$ cat src/rtl/morse_pkg.sv
// Shared Morse symbol/signal codes, timing constants and player state type.
package morse_pkg;

    // 2-bit symbol codes as packed into EncSeq, MSB pair first
    localparam logic [1:0] SYM_DOT  = 2'b00;
    localparam logic [1:0] SYM_DASH = 2'b01;
    localparam logic [1:0] SYM_RSVD = 2'b10;
    localparam logic [1:0] SYM_NONE = 2'b11;

    // Signal codes shared with the sequence producer
    localparam logic [2:0] SIG_DOT    = 3'b000;
    localparam logic [2:0] SIG_DASH   = 3'b001;
    localparam logic [2:0] SIG_SPACE  = 3'b010;
    localparam logic [2:0] SIG_ENDSEQ = 3'b011;

    // Durations in Morse units
    localparam logic [2:0] DOT_UNITS  = 3'd1;
    localparam logic [2:0] DASH_UNITS = 3'd3;
    localparam logic [2:0] ELEM_GAP   = 3'd1;
    localparam logic [2:0] LETTER_GAP = 3'd3;
    localparam logic [2:0] WORD_GAP   = 3'd7;

    typedef enum logic [1:0] {
        StIdle,
        StMark,
        StGap,
        StTail
    } player_state_t;

    // True for symbols that produce a mark (dot or dash)
    function automatic logic is_mark(input logic [1:0] sym);
        return (sym == SYM_DOT) || (sym == SYM_DASH);
    endfunction

    // Mark length of a dot/dash symbol
    function automatic logic [2:0] mark_units(input logic [1:0] sym);
        return (sym == SYM_DASH) ? DASH_UNITS : DOT_UNITS;
    endfunction

endpackage

$ cat src/rtl/morse_unit_timer.sv
// Loadable down-counter: expire_o is high during the last cycle of
// units_i * UNIT_CYCLES cycles following a start_i edge.
module morse_unit_timer
    import morse_pkg::*;
#(
    parameter int unsigned UNIT_CYCLES = 2
) (
    input  logic       clk_i,
    input  logic       rst_ni,
    input  logic       start_i,
    input  logic [2:0] units_i,
    output logic       expire_o
);

    localparam int unsigned CycW = $clog2(UNIT_CYCLES) + 1;
    localparam logic [CycW-1:0] CycLast = CycW'(UNIT_CYCLES - 1);

    logic [CycW-1:0] cyc_q, cyc_d;
    logic [2:0]      unit_q, unit_d;

    // Reload on start, otherwise count cycles within a unit, then units; hold at zero
    always_comb begin
        cyc_d  = cyc_q;
        unit_d = unit_q;
        if (start_i) begin
            cyc_d  = CycLast;
            unit_d = units_i - 3'd1;
        end else if (cyc_q != '0) begin
            cyc_d = cyc_q - 1'b1;
        end else if (unit_q != '0) begin
            cyc_d  = CycLast;
            unit_d = unit_q - 3'd1;
        end
    end

    // Counter registers with synchronous reset
    always_ff @(posedge clk_i) begin
        if (!rst_ni) begin
            cyc_q  <= '0;
            unit_q <= '0;
        end else begin
            cyc_q  <= cyc_d;
            unit_q <= unit_d;
        end
    end

    assign expire_o = (cyc_q == '0) && (unit_q == '0);

endmodule

$ cat src/rtl/sequence_player.sv
// Replays one encoded Morse sequence as a timed on/off key signal.
module sequence_player
    import morse_pkg::*;
#(
    parameter int unsigned UNIT_CYCLES = 2
) (
    input  logic       Clock,
    input  logic       Resetbar,
    input  logic [9:0] EncSeq,
    input  logic       Space_EndSeqbar,
    input  logic       Load,
    output logic       Ready,
    output logic       KeyOut,
    output logic       Done
);

    player_state_t state_q, state_d;
    logic [9:0]    seq_q, seq_d;
    logic          word_q, word_d;
    logic [2:0]    idx_q, idx_d;
    logic          done_q, done_d;

    logic          tmr_start;
    logic [2:0]    tmr_units;
    logic          tmr_expire;

    morse_unit_timer #(
        .UNIT_CYCLES(UNIT_CYCLES)
    ) u_timer (
        .clk_i   (Clock),
        .rst_ni  (Resetbar),
        .start_i (tmr_start),
        .units_i (tmr_units),
        .expire_o(tmr_expire)
    );

    // Next-state: the current symbol always sits in seq_q[9:8]; the register
    // shifts left one pair per element gap, filling with empty symbols.
    always_comb begin
        state_d   = state_q;
        seq_d     = seq_q;
        word_d    = word_q;
        idx_d     = idx_q;
        done_d    = 1'b0;
        tmr_start = 1'b0;
        tmr_units = DOT_UNITS;
        unique case (state_q)
            StIdle: begin
                if (Load) begin
                    seq_d     = EncSeq;
                    word_d    = Space_EndSeqbar;
                    idx_d     = 3'd0;
                    tmr_start = 1'b1;
                    if (is_mark(EncSeq[9:8])) begin
                        state_d   = StMark;
                        tmr_units = mark_units(EncSeq[9:8]);
                    end else begin
                        state_d   = StTail;
                        tmr_units = Space_EndSeqbar ? WORD_GAP : LETTER_GAP;
                    end
                end
            end
            StMark: begin
                if (tmr_expire) begin
                    tmr_start = 1'b1;
                    if (idx_q != 3'd4 && is_mark(seq_q[7:6])) begin
                        state_d   = StGap;
                        tmr_units = ELEM_GAP;
                        seq_d     = {seq_q[7:0], SYM_NONE};
                        idx_d     = idx_q + 3'd1;
                    end else begin
                        // Tail already covers the gap after the last element
                        state_d   = StTail;
                        tmr_units = word_q ? WORD_GAP : LETTER_GAP;
                    end
                end
            end
            StGap: begin
                if (tmr_expire) begin
                    state_d   = StMark;
                    tmr_start = 1'b1;
                    tmr_units = mark_units(seq_q[9:8]);
                end
            end
            StTail: begin
                if (tmr_expire) begin
                    state_d = StIdle;
                    done_d  = 1'b1;
                end
            end
            default: state_d = StIdle;
        endcase
    end

    // State and datapath registers; reset also suppresses a pending Done
    always_ff @(posedge Clock) begin
        if (!Resetbar) begin
            state_q <= StIdle;
            seq_q   <= '0;
            word_q  <= 1'b0;
            idx_q   <= '0;
            done_q  <= 1'b0;
        end else begin
            state_q <= state_d;
            seq_q   <= seq_d;
            word_q  <= word_d;
            idx_q   <= idx_d;
            done_q  <= done_d;
        end
    end

    // Outputs decoded from registered state
    always_comb begin
        Ready  = (state_q == StIdle);
        KeyOut = (state_q == StMark);
        Done   = done_q;
    end

endmodule

$ cat config.mk
export PLATFORM = sky130hd
export DESIGN_NAME = sequence_player
export DESIGN_NICKNAME = d
export VERILOG_FILES = /design/src/rtl/morse_pkg.sv /design/src/rtl/morse_unit_timer.sv /design/src/rtl/sequence_player.sv
export SDC_FILE = /design/constraint.sdc
export NUM_CORES = 1
export LEC_CHECK = 0
export CORE_MARGIN = 1
export CORE_UTILIZATION = 24
export DETAILED_ROUTE_END_ITERATION = 8
export PLACE_DENSITY = 0.46
export RECOVER_POWER = 50
export SYNTH_ARGS = -nofsm -noshare
export SYNTH_HDL_FRONTEND = slang
export SYNTH_SLANG_ARGS = --single-unit
$ cat constraint.sdc
create_clock -name Clock -period 2.5 [get_ports Clock]
set_input_delay 0.5 -clock Clock [delete_from_list [all_inputs] [get_ports Clock]]
set_output_delay 0.5 -clock Clock [all_outputs]
set_load 0.02 [all_outputs]
==> run summary, run 1 <==
Post-synth ARST share: 0
Sequential area share after synthesis: 0.3451
Leak: 0.6232 nW
Full die area: 0.005613 mm2
Grt met1 use: 0.1571
Worst hold slack: 464.6 ps
Peak supply drop: 432.5 uV
Initial antenna violation count: 0
Via count of the first global-routing pass: 1,191
Ys flop type: dfxtp_1
Via count: 1,152
Worst-path maximum fanout: 24
P per Cell Area: 1411 mW/mm2
Final worst-path cycle share: 0.9568
#FFs+latches synth: 22
F_max: 418.1 MHz
Crit Path Category: reg -> out
H-tree levels: 1
Minimum clock period after layout: 2392 ps
Cts bufs inserted: 3
Hold Crit Class: reg -> reg
Mapped Nets: 163
Initial Utilization: 0.2499
Dpl cell area: 0.001582 mm2
Max Slew Vio Count: 0
CTS clk-pin slew, worst paths: 80 ps
Most frequent cells in the layout: 18 x dfxtp_1, 16 x a21oi_1, 14 x clkdlybuf4s50_1, 13 x buf_4
RSZ-0062 raised after global routing: false
Synthesis-to-layout area growth: 33.53%
Drt drc: 0
Vias per cell: 4.800
I/O pin cnt: 17
Clock sinks: 22
Core area: 0.005107 mm2
Worst Setup End Kind: primary output
Fill cells: 531
Worst EP required: 2000 ps
Initial DRC count: 53
Post-placement setup slack: -115.9 ps
DRT Wirelength: 3138 um
Relative slew slack: 0.6485
Final worst slack: 108.0 ps
Setup TNS: 0 ps
Die height: 74.92 um
Fin. Hold Viols: 0
Clock latency at the later pin of the worst-skew pair: 270 ps
CTS Buffer Depth: 2
Syn Std Cell Area: 0.001276 mm2
Yosys warnings: 0
Met3 usage: 0.03213
Worst reg2reg startpoint: state_q[1]$_SDFFE_PN0P_
Diodes inserted: 0
Crit path launch type: flip-flop
Syn Area/Cell: 9.051 um2
ANT nets after route: 0
Finished Layout Cells: 240
Setup crit start: state_q[0]$_SDFFE_PN0P_
Wire per inst: 13.08 um
Met2 GRT Util: 0.2202
Ratio of cells with drive above 1 in the final layout: 0.2294
CTS tree: built
Post-synth EDFFs: 0
Initial DRT Pass Iterations: 4
Syn Inst Count: 141
Die width: 74.92 um
Port-buffer cells: 16
Pin count of the biggest net entering global routing: 25
# setup viols final: 0
Worst-Margin Slew: 527.2 ps
Nets@finish: 193
CTS Hold Bufs: 0
Clock Skew: 5.737 ps
Placed Cells: 235
Most common cell after layout, fill and taps aside: dfxtp_1
Cell variety after synth: 42
FP Rows: 26
Post-DP HPWL: 2388 um
Hold wc startpoint: u_timer.cyc_q[1]$_SDFFE_PP0N_
Status: completed
Max cap viols: 0
All-Layer GR Usage: 0.1286
Worst Path Arrival: 1890 ps
Final instance area: 0.001704 mm2
First-pass GRT wire length: 5485 um
Gr ovfl total: 0
GP Congestion: 0.8156
Root Driver: clkbuf_8
Busiest grt layer: met2
layer usage:
metal,share of wire,wire (um),vias to the layer above
met4,0.011,33,0
met2,0.48,1499,25
li1,-,-,586
met5,0,0,-
met1,0.47,1473,537
met3,0.042,131,4
final cells by class:
class | instances | area [um2] | area share
Clock inverter | 1 | 30.03 | 0.01762
Tap cell | 70 | 87.58 | 0.05140
Inverter | 8 | 30.03 | 0.01762
Sequential cell | 22 | 447.9 | 0.2628
Multi-Input combinational cell | 103 | 794.5 | 0.4662
Clock buffer | 3 | 41.29 | 0.02423
Timing Repair Buffer | 33 | 272.8 | 0.1601
state kept, by name, summed over array words and instances (netlist names):
name,cells
seq_q,10
Done,1
word_q,1
state_q,2
idx_q,3
u_timer.cyc_q,2
u_timer.unit_q,3
final timing paths:
path,to,cells past startpoint,slack (ps)
worst max-delay path,KeyOut,4,110
worst min-delay path,u_timer.cyc_q[1]$_SDFFE_PP0N_,2,460
worst max register to register,u_timer.unit_q[2]$_SDFFE_PN0P_,11,140
worst min register to register,u_timer.cyc_q[1]$_SDFFE_PP0N_,2,460
through the flow:
stage / util / total power [mW]
floorplan: - / 1.555
global placement: 0.3097 / 1.942
detailed placement: 0.3097 / 1.973
CTS: 0.3261 / 2.352
global route: 0.3337 / 2.633
finish: 0.3337 / 2.404
cells by family after synthesis:
group	Yosys count	synth area share
AOI/OAI and AO/OA	49	0.2686
buffers and inverters	16	0.07647
and+or+nand+nor	37	0.1618
adders and majority gates	8	0.07843
muxes	8	0.06275
DFF	22	0.3451
xor gates and xnor gates	1	0.006864
repair_timing:
item / CTS / global route
buffers inserted: 0 / 1
setup endpoints to repair: 1 / 1
gates cloned: 0 / 0
resized for setup: 2 / 16
pin swaps: 0 / 5
endpoints found under the hold margin: 0 / 0
worst max-delay path: stages, from the launching register on:
cell and delay (ps):
dfxtp_4 360, buf_4 110, ha_2 190, buf_4 300, clkdlybuf4s50_1 670
power by group:
part	internal [mW]	switching [mW]	total [mW]
clock	0.214	0.125	0.339
combinational	0.681	0.811	1.49
sequential	0.487	0.0859	0.573
cells in the mapped netlist, types with 2 or more instances:
cell type  number  area [um2]
ha_1            8       100.1
dfxtp_1        22       440.4
inv_1           8       30.03
o21ai_0         6       30.03
mux2i_1         8       80.08
nor2_1          9       33.78
o21a_1          2       15.01
a211oi_1        9       67.56
a21o_1          2       15.01
or4_1           2       15.01
nor3_1          7       35.03
buf_6           3       33.78
a21oi_1        16       80.08
nand3_1         3       15.01
nand4_1         3       18.77
clkbuf_1        2       7.510
o211ai_1        2       15.01
nand2_1         5       18.77
No activity file was read; power rests on OpenSTA's default activity.
==> inputs of run 2 (changes only) <==
--- a/config.mk
+++ b/config.mk
@@ -5,10 +5,11 @@
 export SDC_FILE = /design/constraint.sdc
 export NUM_CORES = 1
 export LEC_CHECK = 0
+export CAP_MARGIN = 20
+export CORE_ASPECT_RATIO = 0.6
 export CORE_MARGIN = 1
 export CORE_UTILIZATION = 24
 export DETAILED_ROUTE_END_ITERATION = 8
-export PLACE_DENSITY = 0.46
 export RECOVER_POWER = 50
 export SYNTH_ARGS = -nofsm -noshare
 export SYNTH_HDL_FRONTEND = slang
==> run summary, run 2 (same netlist as run 1, synthesis figures left out) <==
R2r endpoint: u_timer.unit_q[2]$_SDFFE_PN0P_
Pin count of the biggest net entering global routing: 25 (unchanged)
Worst-Margin Slew: 578.4 ps (+51.18 ps)
Full die area: 0.005623 mm2 (+0.17%)
Most frequent cells in the layout: 20 x dfxtp_1, 17 x buf_4, 16 x a21oi_1, 14 x clkdlybuf4s50_1
RSZ-0062 raised after global routing: false
FP Rows: 20 (-23%)
Critical path, cell by cell: buf_4 > ha_1 > buf_4 > clkdlybuf4s50_1
Nets@finish: 196 (+1.6%)
DRT Wirelength: 3109 um (-0.92%)
Leak: 0.6278 nW (+0.73%)
# setup viols final: 0 (unchanged)
Worst reg2reg startpoint: state_q[0]$_SDFFE_PN0P_
P per Cell Area: 1397 mW/mm2 (-1.0%)
Core area: 0.005080 mm2 (-0.54%)
Worst EP required: 2000 ps (about the same)
Drt drc: 0 (unchanged)
Sw Share: 0.4351 (+0.009996)
Via count of the first global-routing pass: 1,041 (-13%)
Die height: 58.49 um (-22%)
Final core occ: 0.3286 (-0.005089)
CTS clk-pin slew, worst paths: 80 ps (about the same)
Worst Path Arrival: 1890 ps (about the same)
Initial Utilization: 0.2512 (+0.001354)
Clock sinks: 22 (unchanged)
Relative slew slack: 0.6144 (-0.03412)
Status: completed
Port-buffer cells: 16 (unchanged)
Combinational share of power: 0.660 (+0.039)
CTS tree: built
Peak supply drop: 387.2 uV (-10%)
Hold Crit Class: reg -> reg
GP Congestion: 0.8440 (+3.5%)
Cts bufs inserted: 3 (unchanged)
F_max: 417.7 MHz (about the same)
I/O pin cnt: 17 (unchanged)
Sequential share of power: 0.243 (+0.005)
Setup crit start: state_q[0]$_SDFFE_PN0P_
Worst-path maximum fanout: 24 (unchanged)
Initial DRT Pass Iterations: 4 (unchanged)
CTS Buffer Depth: 2 (unchanged)
Worst Setup End Kind: primary output
Clock share of power: 0.097 (-0.044)
Crit Path Category: reg -> out
Setup TNS: 0 ps (unchanged)
R2R cell count: 11 (unchanged)
Max Slew Vio Count: 0 (unchanged)
Gr ovfl total: 0 (unchanged)
Switch Pwr: 1.014 mW (-0.76%)
ANT nets after route: 0 (unchanged)
Top reg by flops: seq_q
Max reg flops: 10 (unchanged)
Via count: 1,145 (-0.61%)
Critical path's largest stage delay: 670 ps (about the same)
Post-DP HPWL: 2288 um (-4.2%)
Crit-path most repeated cell: buf_4
Ratio of cells with drive above 1 in the final layout: 0.2209 (-0.008482)
Clock latency at the later pin of the worst-skew pair: 270 ps (about the same)
Die width: 96.14 um (+28%)
Root Driver: clkbuf_8
Initial DRC count: 65 (+23%)
Vias per cell: 4.811 (+0.23%)
Initial antenna violation count: 0 (unchanged)
Synthesis-to-layout area growth: 30.78%
CTS Hold Bufs: 0 (unchanged)
Fin. Hold Viols: 0 (unchanged)
Crit-path slowest cell: clkdlybuf4s50_1
Internal power: 1.317 mW (-4.7%)
All-Layer GR Usage: 0.1186 (-0.01006)
H-tree levels: 1 (unchanged)
Max cap viols: 0 (unchanged)
First-pass GRT wire length: 5050 um (-7.9%)
Minimum clock period after layout: 2394 ps (+2.295 ps)
Clock Skew: 4.135 ps (-1.602 ps)
Top flop regs: seq_q x10, idx_q x3, u_timer.unit_q x3
Most common cell after layout, fill and taps aside: dfxtp_1
Diodes inserted: 0 (unchanged)
Crit path capture: KeyOut
Wire per inst: 13.06 um (about the same)
Crit path launch type: flip-flop
R2R Setup Slk: 110 ps (-30 ps)
Final worst-path cycle share: 0.9577 (about the same)
==> run 2: cell types whose count changed in the layout (fill, tap and decap cells not counted), moves of 2 or more <==
cell and delta:
dfxtp_1 +2, buf_4 +4, dfxtp_2 -2, clkbuf_1 -2
==> run 2: worst min-delay path by stage <==
| stage | from | end | slack [ps] | depth (start not counted) |
|---|---|---|---|---|
| 2_1_floorplan | u_timer.cyc_q[1]$_SDFFE_PP0N_ | u_timer.cyc_q[1]$_SDFFE_PP0N_ | 430 | 2 |
| 3_3_place_gp | word_q$_SDFFE_PN0N_ | word_q$_SDFFE_PN0N_ | 450 | 2 |
| 3_5_place_dp | u_timer.cyc_q[1]$_SDFFE_PP0N_ | u_timer.cyc_q[1]$_SDFFE_PP0N_ | 460 | 2 |
| 4_1_cts | u_timer.cyc_q[0]$_SDFFE_PN0P_ | u_timer.cyc_q[1]$_SDFFE_PP0N_ | 470 | 2 |
| 5_1_grt | word_q$_SDFFE_PN0N_ | word_q$_SDFFE_PN0N_ | 510 | 2 |
| 6_report | u_timer.cyc_q[0]$_SDFFE_PN0P_ | u_timer.cyc_q[1]$_SDFFE_PP0N_ | 470 | 2 |
==> run 2: final cells by class <==
cell class	instances	area, um2
Fill cell	533	3411
Tap cell	66	82.58
Timing Repair Buffer	36	302.8
Sequential cell	22	445.4
Inverter	8	30.03
Clock buffer	3	41.29
Multi-Input combinational cell	103	767.0
==> run 2: repair_timing <==
action | CTS | global route
pin swaps | 0 | 5
gates cloned | 0 | 0
buffers inserted | 0 | 2
resized for setup | 1 | 11
endpoints found under the setup margin | 1 | 1
==> run 2: power by group through the flow <==
stage               sequential, mW  clock [mW]  combinational (mW)
finish                       0.567       0.226                1.54
global route                 0.585       0.244                1.69
CTS                          0.559       0.231                1.44
detailed placement           0.565           0                1.44
global placement             0.562           0                1.44
floorplan                    0.556           0               0.999
==> run 2: routing by layer <==
metal / vias to the layer above / GRT usage / wire, um
met4: 0 / 0.02559 / 23
met5: - / 0 / 0
met3: 5 / 0.03359 / 135
li1: 587 / - / -
met1: 536 / 0.1895 / 1752
met2: 17 / 0.1510 / 1199
==> run 2: critical path, delay by kind of cell, from the launching register on <==
family                     cells  cell delay [ps]
adders and majority gates      1              180
buffers and inverters          3             1080
DFF                            1              370
==> run 2: metrics by stage <==
stage	cell area [um2]	setup WS, ps	cells	hold WS, ps	total power, mW
after floorplan	1282	4.843	141	429.8	1.555
after global placement	1592	-55.73	233	450.2	1.997
after detailed placement	1592	-148.1	233	458.7	2.000
after CTS	1634	17.53	236	468.1	2.234
after global routing	1669	30.64	238	509.1	2.522
final	1669	105.7	238	468.5	2.331
